==> src/rtl/pixie_video_gen.sv <==
// pixie_video_gen: CDP1861-style video generator with a row-fetch DMA engine.
//
// Counts pixel ticks (h) and lines (v) on clk_enable. On fetch lines it requests
// BYTES_PER_ROW bytes over DMA (DMAO low) and captures them when the CPU answers
// with SC==2. At the end of each fetch line the captured row moves to the display
// buffer and is shown, MSB first, on the following LINE_REPEAT lines.
//
// Ports:
//   clk, reset             video clock, synchronous active-high reset
//   clk_enable             pixel tick; all state advances only on it
//   SC[1:0]                CPU state code (2 = DMA cycle, 3 = interrupt acknowledge)
//   disp_on, disp_off      display enable control (disp_on wins)
//   data_in[7:0]           DMA bus data
//   video                  registered pixel, 1 tick latency
//   HSync, VSync           registered syncs, aligned with video
//   HBlank, VBlank         registered blanking, aligned with video
//   csync, video_de        composite sync and data enable derived from the above
//   DMAO                   active-low DMA request
//   INT                    active-high interrupt request
//   EFx                    active-low frame flag
//   dma_underrun           sticky short-row flag (only with PIXIE_UNDERRUN_EN)
//
// Option: define PIXIE_UNDERRUN_EN to add dma_underrun and zero-fill short rows.
module pixie_video_gen #(
  parameter int LINES_PER_FRAME    = 262,
  parameter int PIXELS_PER_LINE    = 112,
  parameter int DISPLAY_START_LINE = 64,
  parameter int DISPLAY_LINES      = 128,
  parameter int BYTES_PER_ROW      = 8,
  parameter int LINE_REPEAT        = 4,
  parameter int H_ACTIVE_START     = 16,
  parameter int DMA_START          = 0
) (
  input  logic       clk,
  input  logic       reset,
  input  logic       clk_enable,
  input  logic [1:0] SC,
  input  logic       disp_on,
  input  logic       disp_off,
  input  logic [7:0] data_in,
  output logic       video,
  output logic       HSync,
  output logic       VSync,
  output logic       HBlank,
  output logic       VBlank,
  output logic       csync,
  output logic       video_de,
  output logic       DMAO,
  output logic       INT,
  output logic       EFx
`ifdef PIXIE_UNDERRUN_EN
  ,
  output logic       dma_underrun
`endif
);

  localparam int HW   = $clog2(PIXELS_PER_LINE);
  localparam int VW   = $clog2(LINES_PER_FRAME);
  localparam int PW   = $clog2(BYTES_PER_ROW + 1);
  localparam int BUFW = 8 * BYTES_PER_ROW;

  logic [HW-1:0]   h_q;
  logic [VW-1:0]   v_q;
  logic [PW-1:0]   wr_ptr_q, wr_ptr_d;
  logic [BUFW-1:0] fetch_q, fetch_d;
  logic [BUFW-1:0] disp_q, disp_d;
  logic            disp_en_q;
  logic            int_q;
  logic            video_q, hsync_q, vsync_q, hblank_q, vblank_q;
`ifdef PIXIE_UNDERRUN_EN
  logic            underrun_q;
  logic            underrun_set;
`endif

  int              hi, vi;
  logic            h_last, v_last, fetch_line, dma_win, vis_h, vis_v;
  logic            capture, row_end;
  logic [HW-1:0]   pix_off;
  int              pix_sel;
  logic            pix_bit;
  logic [PW-1:0]   row_cnt;

  always_comb begin
    hi         = int'(h_q);
    vi         = int'(v_q);
    h_last     = (hi == PIXELS_PER_LINE - 1);
    v_last     = (vi == LINES_PER_FRAME - 1);
    fetch_line = (vi >= DISPLAY_START_LINE - 1) &&
                 (vi < DISPLAY_START_LINE - 1 + DISPLAY_LINES) &&
                 (((vi - (DISPLAY_START_LINE - 1)) % LINE_REPEAT) == 0);
    dma_win    = (hi >= DMA_START) && (hi < DMA_START + 8 * BYTES_PER_ROW);
    vis_h      = (hi >= H_ACTIVE_START) && (hi < H_ACTIVE_START + 8 * BYTES_PER_ROW);
    vis_v      = (vi >= DISPLAY_START_LINE) && (vi < DISPLAY_START_LINE + DISPLAY_LINES);
    // Byte b sits at bits [8b +: 8]; pixel k of that byte is bit 7-k, i.e. offset ^ 7.
    pix_off    = h_q - HW'(H_ACTIVE_START);
    pix_sel    = int'(pix_off ^ HW'(7));
    pix_bit    = 1'b0;
    for (int i = 0; i < BUFW; i++) begin
      if (pix_sel == i) pix_bit = disp_q[i];
    end
  end

  assign DMAO = ~(disp_en_q & fetch_line & dma_win);

  assign capture = ~DMAO & clk_enable & (SC == 2'd2) &
                   (wr_ptr_q != PW'(BYTES_PER_ROW));
  assign row_end = clk_enable & h_last & fetch_line;

  // Capture and row hand-off; a byte captured on the wrap tick still makes the row.
  always_comb begin
    fetch_d  = fetch_q;
    wr_ptr_d = wr_ptr_q;
    disp_d   = disp_q;
    row_cnt  = wr_ptr_q;
`ifdef PIXIE_UNDERRUN_EN
    underrun_set = 1'b0;
`endif
    if (capture) begin
      for (int i = 0; i < BYTES_PER_ROW; i++) begin
        if (wr_ptr_q == PW'(i)) fetch_d[8*i +: 8] = data_in;
      end
      wr_ptr_d = wr_ptr_q + 1'b1;
      row_cnt  = wr_ptr_q + 1'b1;
    end
    if (row_end) begin
      wr_ptr_d = '0;
      // Disabled display leaves the shown row untouched.
      if (disp_en_q) begin
        for (int i = 0; i < BYTES_PER_ROW; i++) begin
          if (PW'(i) < row_cnt) disp_d[8*i +: 8] = fetch_d[8*i +: 8];
`ifdef PIXIE_UNDERRUN_EN
          else disp_d[8*i +: 8] = 8'h00;
`endif
        end
`ifdef PIXIE_UNDERRUN_EN
        underrun_set = (row_cnt < PW'(BYTES_PER_ROW));
`endif
      end
    end
  end

  always_ff @(posedge clk) begin
    if (reset) begin
      h_q        <= '0;
      v_q        <= '0;
      wr_ptr_q   <= '0;
      fetch_q    <= '0;
      disp_q     <= '0;
      disp_en_q  <= 1'b0;
      int_q      <= 1'b0;
      video_q    <= 1'b0;
      hsync_q    <= 1'b0;
      vsync_q    <= 1'b0;
      hblank_q   <= 1'b1;
      vblank_q   <= 1'b1;
`ifdef PIXIE_UNDERRUN_EN
      underrun_q <= 1'b0;
`endif
    end else if (clk_enable) begin
      if (h_last) begin
        h_q <= '0;
        v_q <= v_last ? '0 : v_q + 1'b1;
      end else begin
        h_q <= h_q + 1'b1;
      end
      wr_ptr_q <= wr_ptr_d;
      fetch_q  <= fetch_d;
      disp_q   <= disp_d;
      if (disp_on)       disp_en_q <= 1'b1;
      else if (disp_off) disp_en_q <= 1'b0;
      if (disp_en_q && vi == DISPLAY_START_LINE - 2 && hi == 0) int_q <= 1'b1;
      else if ((vi == DISPLAY_START_LINE && hi == 0) || SC == 2'd3) int_q <= 1'b0;
      video_q  <= disp_en_q & vis_h & vis_v & pix_bit;
      hsync_q  <= (hi >= 2) && (hi < 10);
      vsync_q  <= (vi >= 2) && (vi < 4);
      hblank_q <= ~vis_h;
      vblank_q <= ~vis_v;
`ifdef PIXIE_UNDERRUN_EN
      if (disp_on)           underrun_q <= 1'b0;
      else if (underrun_set) underrun_q <= 1'b1;
`endif
    end
  end

  assign video    = video_q;
  assign HSync    = hsync_q;
  assign VSync    = vsync_q;
  assign HBlank   = hblank_q;
  assign VBlank   = vblank_q;
  assign csync    = ~(hsync_q ^ vsync_q);
  assign video_de = ~(hblank_q | vblank_q);
  assign INT      = int_q;
  assign EFx      = ~(((vi >= DISPLAY_START_LINE - 4) && (vi < DISPLAY_START_LINE)) ||
                      ((vi >= DISPLAY_START_LINE + DISPLAY_LINES - 4) &&
                       (vi < DISPLAY_START_LINE + DISPLAY_LINES)));
`ifdef PIXIE_UNDERRUN_EN
  assign dma_underrun = underrun_q;
`endif

endmodule

==> config.mk <==
export PLATFORM = sky130hd
export DESIGN_NAME = pixie_video_gen
export DESIGN_NICKNAME = d
export VERILOG_FILES = /design/src/rtl/pixie_video_gen.sv
export SDC_FILE = /design/constraint.sdc
export NUM_CORES = 1
export LEC_CHECK = 0
export ABC_AREA = 1
export BUFFER_PORTS_ARGS = -buffer_cell sky130_fd_sc_hd__clkbuf_2
export CORE_UTILIZATION = 45
export DETAILED_ROUTE_END_ITERATION = 12
export PLACE_DENSITY_LB_ADDON = 0.05
export SLEW_MARGIN = 20
export SYNTH_ARGS = -nofsm -noshare
export SYNTH_HDL_FRONTEND = slang
export SYNTH_SLANG_ARGS = --single-unit
export TNS_END_PERCENT = 50
==> constraint.sdc <==
create_clock -name clk -period 3.9 [get_ports clk]
set_clock_uncertainty 0.1 [all_clocks]
set_input_delay 0.39 -clock clk [delete_from_list [all_inputs] [get_ports clk]]
set_output_delay 0.39 -clock clk [all_outputs]
set_load 0.03 [all_outputs]
==> results.cfg <==
[routing]
postRouteAntennaNets = 0
wl_per_cell_um = 14.41
drc = 0
vias = 6863
vias_per_cell = 4.823
drt-initial-drc-count = 480
firstDrtPassIters = 5
wl_mm = 20.51

[worst_setup_path]
r2r_cells = 66
cp.required_ps = 4060
reg2reg_from = h_q[0]$_SDFFE_PP0P_
endpoint = video$_SDFFE_PP0P_
cp-end-kind = flop
critPathLaunch = h_q[0]$_SDFFE_PP0P_
critPathKind = reg -> reg
r2r-end = video$_SDFFE_PP0P_
cp.arrival_ps = 4580
start_kind = flop
path_max_fanout = 4
critPathMostFrequentCell = nand2_1
slowest_stage = dfxtp_4
max_stage_delay_ps = 370
rrSetupSlack_ps = -520

[sta]
tns_ps = -516.8
setup_ws_ps = -516.8
period_share_pct = 113.3
hold_violations = 0
clock.fmax_mhz = 226.4
worstMarginPinSlew_ps = 979.8
slew_headroom_pct = 34.68
period_minus_slack_ps = 4417
drv_slew = 0
rsz0062_at_grt = yes
setup_viol = 1

[cells_and_area]
finalNonFillerCells = 1423
mostFrequentLayoutCell = inv_1
fillers = 1653
fin_area_mm2 = 0.008945
antenna_cells = 0
layout_common_cells = inv_1 (212), nand2_1 (184), nor2_1 (166)
regArea_mm2 = 0.003113
num-nets-final = 1222
layout-drive-gt1-share_pct = 14.33
syn_to_final_growth_pct = 20.96
multiInputGateArea_mm2 = 0.003398

[power]
pwr_density_cell_mw_per_mm2 = 389.4
p_leak_nw = 3.501
ir_drop_uv = 276.9

[cts]
root_buffer = clkbuf_16
numClockSinks = 155
cts_tree = built
clock_path_buffers = 2
cts_max_level = 4
numCtsBuffers = 17
path_clk_slew_ps = 60
insertion_delay_ps = 430

[logic_synthesis]
synth_area_per_cell_um2 = 6.644
synth_top_area_cell = dfxtp_1
synth-async-reset-ratio_pct = 0
ys_seq_elements = 155
synth_edf_count = 0
yosys_warnings = 0
ys_seq_area_share_pct = 41.96
ys_dominant_reg_cell = dfxtp_1
synth_cell_types = 39
yosys.area.top_type_share_pct = 41.96
syn_nets = 1141
synthTopCellsByArea = dfxtp_1 (42%), inv_1 (11%), nand2_1 (9.5%)
netlist_instances = 1113
syn_area_mm2 = 0.007395

[placed_design]
io_buffer_count = 24
place_area_mm2 = 0.008218
hpwlAfterDp_mm = 15.18
gp_congestion = 0.9259
dp_cells = 1387

[run_status]
status = complete, but fails checks
violations = negative setup slack

[floorplan]
die_area_mm2 = 0.01695
coreArea_mm2 = 0.01594
num_rows = 46
fp.dieW_um = 130.2
pin_count = 25
start_util_pct = 46.38
die_h_um = 130.2

[grt]
grt_use_total_pct = 25.78
grt_max_degree = 87
antenna_found_initial = 0
first_global_vias = 6321
grt_pass1_wl_mm = 32.66
overflow = 0

[flow_run]
maxCapViolCount = 0

[worst_hold_path]
worstHoldStart = disp_on
hp-class = in -> reg
cell families after synthesis:
| group | Yosys count | synth area share [%] |
|---|---|---|
| AOI/OAI and AO/OA | 266 | 19.54 |
| xor gates and xnor gates | 6 | 0.7107 |
| adders and majority gates | 13 | 2.200 |
| buffers and inverters | 263 | 13.38 |
| DFF | 155 | 41.96 |
| and+or+nand+nor | 410 | 22.20 |
flip-flops by register name (all words and copies together) (netlist names):
| name | flops |
|---|---|
| HBlank | 1 |
| HSync | 1 |
| INT | 1 |
| VBlank | 1 |
| VSync | 1 |
| disp_en_q | 1 |
| disp_q | 64 |
| fetch_q | 64 |
| h_q | 7 |
| v_q | 9 |
| video | 1 |
| wr_ptr_q | 4 |
how the worst min path moves through the flow:
stage,to,slack [ps],cells after the start
finish,disp_en_q$_SDFFE_PP0P_,110,3
global route,disp_en_q$_SDFFE_PP0P_,110,3
CTS,disp_en_q$_SDFFE_PP0P_,90,3
detailed placement,disp_q[45]$_SDFFE_PP0P_,350,2
global placement,disp_q[45]$_SDFFE_PP0P_,350,2
floorplan,disp_q[4]$_SDFFE_PP0P_,320,2
critical path, delay by kind of cell (launching register included):
kind	cells	cell delay, ps
buffers and inverters	4	300
and+or+nand+nor	59	3200
adders and majority gates	1	150
AOI/OAI and AO/OA	2	110
DFF	1	370
routing by layer:
| metal | part of all wire [%] | vias to the layer above | global-route usage [%] |
|---|---|---|---|
| met4 | 2.1 | 0 | 8.003 |
| met2 | 46 | 125 | 43.24 |
| li1 | - | 3648 | - |
| met5 | 0 | - | 0 |
| met3 | 3.4 | 28 | 5.125 |
| met1 | 49 | 3062 | 33.24 |
through the flow:
| stage | setup WS, ps | power (mW) | hold WS, ps | util, % |
|---|---|---|---|---|
| after detailed placement | -529.7 | 1.764 | 354.9 | 51.55 |
| after global routing | -1167 | 3.585 | 110.4 | 56.11 |
| final | -516.8 | 3.483 | 112.8 | 56.11 |
| after global placement | -483.7 | 1.766 | 346.1 | 51.55 |
| after CTS | -508.6 | 3.510 | 92.88 | 55.79 |
| after floorplan | -15.91 | 1.701 | 320.6 | - |
power by group:
part / leakage [nW] / internal, mW / switching, mW
Sequential: 1.25 / 1.59 / 0.00794
Combinational: 1.95 / 0.0471 / 0.0988
Clock: 0.302 / 1.05 / 0.688
Total: 3.50 / 2.69 / 0.794
cells in the mapped netlist (all sizes together), types with 5 or more instances:
cell type	number
o21ai	128
ha	13
a211oi	15
dfxtp	155
nand2	190
o22ai	6
nor3	12
clkbuf	36
a21oi	95
a31oi	5
nand4	6
inv	224
nor2	173
o31ai	5
nor4	5
nand3	21
final cells by class:
class                           count  area share, %
Clock buffer                       21          5.148
Clock inverter                     11          1.762
Inverter                          225          9.554
Multi-Input combinational cell    695          37.99
Sequential cell                   155          34.80
Tap cell                          216          3.021
Timing Repair Buffer              100          7.721
timing repair:
item,CTS,global route
hold buffers,0,0
pin swaps,1,9
gates resized for setup,9,12
endpoints found under the setup margin,1,17
endpoints found under the hold margin,0,0
setup buffers,2,2
No activity file was read; power rests on OpenSTA's default activity.
